`src/rtl/carrier_pkg.sv`:
```
// Shared types and default widths for the sin/cos carrier burst sequencer.
package carrier_pkg;

   typedef enum logic [1:0] {
      IDLE  = 2'd0,
      RUN   = 2'd1,
      DRAIN = 2'd2
   } state_t;

   localparam int CARRIER_ACC_W   = 16;
   localparam int CARRIER_ADDR_W  = 8;
   localparam int CARRIER_LEN_W   = 16;
   localparam int CARRIER_ROM_LAT = 1;

endpackage

```
`src/rtl/carrier_phase_acc.sv`:
```
// NCO phase accumulator: registered ROM address is the accumulator MSBs plus a phase offset.
// i_clear restarts from phase zero and issues that first address in the same edge.
module carrier_phase_acc #(
   parameter int ACC_W  = 16,
   parameter int ADDR_W = 8
) (
   input  logic              clk,
   input  logic              reset,
   input  logic              i_clear,
   input  logic              i_en,
   input  logic [ACC_W-1:0]  i_fcw,
   input  logic [ADDR_W-1:0] i_phase,
   output logic [ADDR_W-1:0] o_addr
);

   logic [ACC_W-1:0]  r_acc;
   logic [ADDR_W-1:0] r_addr;
   logic [ACC_W-1:0]  w_base;

   assign w_base = i_clear ? '0 : r_acc;
   assign o_addr = r_addr;

   always_ff @(posedge clk) begin
      if (reset) begin
         r_acc  <= '0;
         r_addr <= '0;
      end else if (i_clear || i_en) begin
         r_acc  <= w_base + i_fcw;
         r_addr <= w_base[ACC_W-1 -: ADDR_W] + i_phase;
      end
   end

endmodule

```
`src/rtl/carrier_sequencer.sv`:
```
// Burst controller for the sin/cos carrier ROMs: issues len phase-stepped addresses and
// tags the ROM outputs with valid/last after the ROM read latency.
//
//   state | meaning
//   IDLE  | waiting for start; configuration accepted here
//   RUN   | issuing one ROM address per cycle
//   DRAIN | all addresses issued, waiting for the last sample to leave the ROM
module carrier_sequencer
   import carrier_pkg::*;
#(
   parameter int ACC_W   = CARRIER_ACC_W,
   parameter int ADDR_W  = CARRIER_ADDR_W,
   parameter int LEN_W   = CARRIER_LEN_W,
   parameter int ROM_LAT = CARRIER_ROM_LAT
) (
   input  logic              clk,
   input  logic              reset,
   input  logic              cfg_valid,
   output logic              cfg_ready,
   input  logic [ACC_W-1:0]  cfg_fcw,
   input  logic [ADDR_W-1:0] cfg_phase,
   input  logic [LEN_W-1:0]  cfg_len,
   input  logic              start,
   input  logic              abort,
   output logic              busy,
   output logic              done,
   output logic [ADDR_W-1:0] rom_addr,
   output logic              sample_valid,
   output logic              sample_last
);

   state_t            r_state;
   state_t            w_next;
   logic [ACC_W-1:0]  r_fcw;
   logic [ADDR_W-1:0] r_phase;
   logic [LEN_W-1:0]  r_len;
   logic [LEN_W-1:0]  r_rem;
   logic [ROM_LAT:0]  r_vpipe;
   logic [ROM_LAT:0]  r_lpipe;
   logic              r_done;

   logic              w_cfg_acc;
   logic [ACC_W-1:0]  w_fcw;
   logic [ADDR_W-1:0] w_phase;
   logic [LEN_W-1:0]  w_len;
   logic              w_clear;
   logic              w_en;
   logic              w_issue;
   logic              w_last;
   logic              w_done_set;
   logic              w_flush;

   // A config accepted in the start cycle feeds the burst directly.
   assign w_cfg_acc = cfg_valid && (r_state == IDLE);
   assign w_fcw     = w_cfg_acc ? cfg_fcw   : r_fcw;
   assign w_phase   = w_cfg_acc ? cfg_phase : r_phase;
   assign w_len     = w_cfg_acc ? cfg_len   : r_len;
   assign w_issue   = w_clear || w_en;
   assign w_flush   = abort && (r_state != IDLE);

   always_comb begin
      w_next     = r_state;
      w_clear    = 1'b0;
      w_en       = 1'b0;
      w_last     = 1'b0;
      w_done_set = 1'b0;
      unique case (r_state)
         IDLE: begin
            if (start && !abort) begin
               if (w_len == '0) begin
                  w_done_set = 1'b1;
               end else begin
                  w_clear = 1'b1;
                  w_last  = (w_len == LEN_W'(1));
                  w_next  = w_last ? DRAIN : RUN;
               end
            end
         end
         RUN: begin
            if (abort) begin
               w_next = IDLE;
            end else begin
               w_en   = 1'b1;
               w_last = (r_rem == LEN_W'(1));
               if (w_last) w_next = DRAIN;
            end
         end
         DRAIN: begin
            if (abort) begin
               w_next = IDLE;
            end else if (r_lpipe[ROM_LAT]) begin
               w_next     = IDLE;
               w_done_set = 1'b1;
            end
         end
         default: w_next = IDLE;
      endcase
   end

   always_ff @(posedge clk) begin
      if (reset) begin
         r_state <= IDLE;
         r_fcw   <= '0;
         r_phase <= '0;
         r_len   <= '0;
         r_rem   <= '0;
         r_vpipe <= '0;
         r_lpipe <= '0;
         r_done  <= 1'b0;
      end else begin
         r_state <= w_next;
         r_done  <= w_done_set;
         if (w_cfg_acc) begin
            r_fcw   <= cfg_fcw;
            r_phase <= cfg_phase;
            r_len   <= cfg_len;
         end
         // r_rem counts addresses still to issue after the current one.
         if (w_clear) begin
            r_rem <= w_len - LEN_W'(1);
         end else if (w_en) begin
            r_rem <= r_rem - LEN_W'(1);
         end
         if (w_flush) begin
            r_vpipe <= '0;
            r_lpipe <= '0;
         end else begin
            r_vpipe <= {r_vpipe[ROM_LAT-1:0], w_issue};
            r_lpipe <= {r_lpipe[ROM_LAT-1:0], w_issue && w_last};
         end
      end
   end

   carrier_phase_acc #(
      .ACC_W  (ACC_W),
      .ADDR_W (ADDR_W)
   ) u_phase_acc (
      .clk     (clk),
      .reset   (reset),
      .i_clear (w_clear),
      .i_en    (w_en),
      .i_fcw   (w_fcw),
      .i_phase (w_phase),
      .o_addr  (rom_addr)
   );

   assign cfg_ready    = (r_state == IDLE);
   assign busy         = (r_state != IDLE);
   assign done         = r_done;
   assign sample_valid = r_vpipe[ROM_LAT];
   assign sample_last  = r_lpipe[ROM_LAT];

endmodule

```
`config.mk`:
```
export PLATFORM = sky130hd
export DESIGN_NAME = carrier_sequencer
export DESIGN_NICKNAME = d
export VERILOG_FILES = /design/src/rtl/carrier_pkg.sv /design/src/rtl/carrier_phase_acc.sv /design/src/rtl/carrier_sequencer.sv
export SDC_FILE = /design/constraint.sdc
export NUM_CORES = 1
export LEC_CHECK = 0
export ABC_CLOCK_PERIOD_IN_PS = 8800
export CORE_ASPECT_RATIO = 0.8
export CORE_MARGIN = 4
export CORE_UTILIZATION = 61
export DETAILED_ROUTE_END_ITERATION = 10
export PLACE_DENSITY = 0.91
export SLEW_MARGIN = 25
export SYNTH_ARGS = -nofsm -noshare
export SYNTH_HDL_FRONTEND = slang
export SYNTH_SLANG_ARGS = --single-unit
export TNS_END_PERCENT = 100
```
`constraint.sdc`:
```
create_clock -name clk -period 8.8 [get_ports clk]
set_input_delay 0.88 -clock clk [delete_from_list [all_inputs] [get_ports clk]]
set_output_delay 0.88 -clock clk [all_outputs]
set_load 0.02 [all_outputs]
```
==> metrics <==
core footprint=0.00806 mm2; number of post-CTS setup repair buffers=0; Compound-Gate Fraction of Synth Area=16.1%; CP max FO=43; post-synth cell types=64; drt total wl=12,600 um; Skew-Pair Late Insertion Delay=0.36 ns; mux cell area share after synthesis=4.31%; Nets=755; IO Pins=58; vias in the first global route=4,455; Die Y-Extent=89.8 um; initial antenna violation count=0; most area-hungry cell type in the Yosys netlist=dfxtp_1; Final setup viols=0; cell count after synthesis=641; via count=4,702; gpl congestion=0.958; Die W=110 um; first-pass GRT wire length=21,200 um; detailed placer's ending HPWL=9050 um; unrepaired setup endpoints after global routing=no; busiest grt layer=met2; final hold slack=0.438 ns; Max clock buf depth=2; WS Path Type=in -> reg; PwrDens=227 mW/mm2; YS warnings=0; max_cap viols=0; share of the synthesized area in the top cell type=34.1%; Hold/Removal Path Class=reg -> reg; DR vias/cell=5.91; Area contributors post-synth=dfxtp_1 (34%), nand2_1 (9.3%), ha_1 (6.4%); GRT overflow=0; Post-synth EDFFs=0; Hold Vio Cnt, Final=0; setup TNS=0 ns; die area=0.00991 mm2; simple-gate area share of the yosys netlist=26.9%; Period minus WS final=5.73 ns; Leak=0.00247 uW; Syn Nets=713; Rel. slew slack=42.1%; post-cts resize count=0; fin cells=796; CP required=9.08 ns; Crit. End Element=flop; Initial Utilization=63.4%; FP Rows=29; fraction of layout cells with a size suffix above 1=6.54%; #FFs+latches synth=87; Layout Skew=0.00928 ns; Data arrival, critical path=6.02 ns; pin count of the biggest net entering global routing=86; ant diodes=0; DRC violations left=0; drt wl/cell=15.8 um; number of hold buffers added after CTS=0; reg2reg setup slack=3.62 ns; Slew Viols, Final=0; CTS Buf Count=9; fmax=174 MHz; status=finished, final reports clean; Area Growth Syn to Fin=15.3%; Routed Antenna Nets=0; number of detailed-routing iterations run before antenna repair=5; Sink Count=87; main flop type after synthesis=dfxtp_1; I/O Buffers=57; clock root cell=clkbuf_8; H-tree depth=3; Post-Synth Adder-Cell Area=6.76%; largest family of logic cells by synthesized area=simple AND/OR/NAND/NOR gates; M2 GR Usage=40.6%; CTS tree=done; final worst path period share=65.2%; Seq/Total Area, Yosys=34.1%; 1st-iter DRT viols=410; Slew @ Worst Pin=0.868 ns; grt met1 use=37.9%; Worst VDD drop=0.122 mV; Cell Area, Synth=0.00510 mm2; M3 GR Usage=4.44%; XOR/XNOR Fraction of Synth Area=7.72%; clk slew on worst S/H paths=0.09 ns; gr usage total=26.2%; Async SR Flop Fraction=0%; syn_area_per_cell=7.96 um2; CP Launch Type=input pin; dpl cells=780
-- metal layers --
metal / up-vias / part of all wire [%] / routed length, um
met5: - / 0 / 0
met1: 2172 / 45 / 5690
met3: 18 / 8.3 / 1040
met2: 200 / 45 / 5730
li1: 2312 / - / -
met4: 0 / 1.1 / 139
-- registers in the layout (all words and copies together) (netlist names) --
name / count
r_phase: 8
u_phase_acc.o_addr: 8
r_rem: 16
r_state: 2
u_phase_acc.r_acc: 16
r_fcw: 16
r_vpipe: 2
r_len: 16
r_lpipe: 2
done: 1
-- cell usage after synthesis (3+ instances only) --
master    number
buf_6          5
a31oi_1        3
xor2_1        19
nor3_1        17
o21a_1         3
xnor2_1       26
a21oi_1       59
and3_1         6
nand3_1       13
o31ai_1        3
nor3b_1        7
clkbuf_1      21
nor4_1        12
mux2i_1       16
or2_2          3
a211oi_1      21
nor2_1        58
o21bai_1       3
a21o_1         3
inv_1         14
o21ai_0       16
nand2_1      127
ha_1          26
or3_1          7
dfxtp_1       87
o22ai_1        3
and2_1        18
-- final timing paths --
check             startpoint               endpoint  depth (start not counted)
setup / recovery   cfg_valid  u_phase_acc.r_acc[15]                         18
hold / removal    r_vpipe[0]             r_vpipe[1]                          1
setup reg to reg  r_state[0]  u_phase_acc.r_acc[15]                         17
hold reg to reg   r_vpipe[0]             r_vpipe[1]                          1
-- worst max-delay path, stage by stage --
cell and delay, ns:
clkdlybuf4s50_1 0.48, or3b_2 0.56, mux2i_1 0.33, ha_1 0.34, inv_1 0.11, a221oi_4 0.26, or2_2 0.69, and2_1 0.28
ha_1 0.24, a21oi_1 0.21, nor2_1 0.09, a211oi_1 0.33, o31ai_1 0.23, nand3_1 0.19, o211ai_2 0.10, and4_1 0.20
or3_1 0.34, a31oi_1 0.15
-- final cells by class --
type                       instances  area (um2)
multi-input combinational        511        3170
clock buffer                      10         138
timing repair buffer              60         588
tap                              108         135
clock inverter                     6        67.6
fill                             599        2170
inverter                          14        52.6
sequential                        87        1740
-- layout by cell type (no fill, tap or decap), types with 10 or more instances in the layout --
cell type / n
nand2_1: 127
dfxtp_1: 87
a21oi_1: 59
nor2_1: 58
clkdlybuf4s50_1: 56
xnor2_1: 26
ha_1: 26
a211oi_1: 21
xor2_1: 19
and2_1: 18
nor3_1: 17
mux2i_1: 16
o21ai_0: 16
inv_1: 14
nand3_1: 13
nor4_1: 12
clkbuf_8: 10
-- power by group --
group / internal [uW] / switching (uW)
Combinational: 220 / 332
Sequential: 453 / 43.2
Clock: 140 / 148
Total: 814 / 523
-- through the flow --
stage / total power, uW / utilization [%] / instance area, um2 / setup slack (ns)
5_1_grt: 1420 / 73.1 / 5890 / 2.66
4_1_cts: 1330 / 73.0 / 5880 / 3.17
3_5_place_dp: 1040 / 70.5 / 5680 / 2.83
6_report: 1340 / 73.1 / 5890 / 3.07
3_3_place_gp: 1010 / 70.5 / 5680 / 3.04
2_1_floorplan: 902 / - / 5100 / 3.47
-- cell families after synthesis --
logic type | Yosys count
simple gates | 291
compound gates | 129
flops | 87
xor+xnor | 45
buf+inv | 43
fa+ha+maj | 27
mux | 19
(Power assumes the default switching activity.)
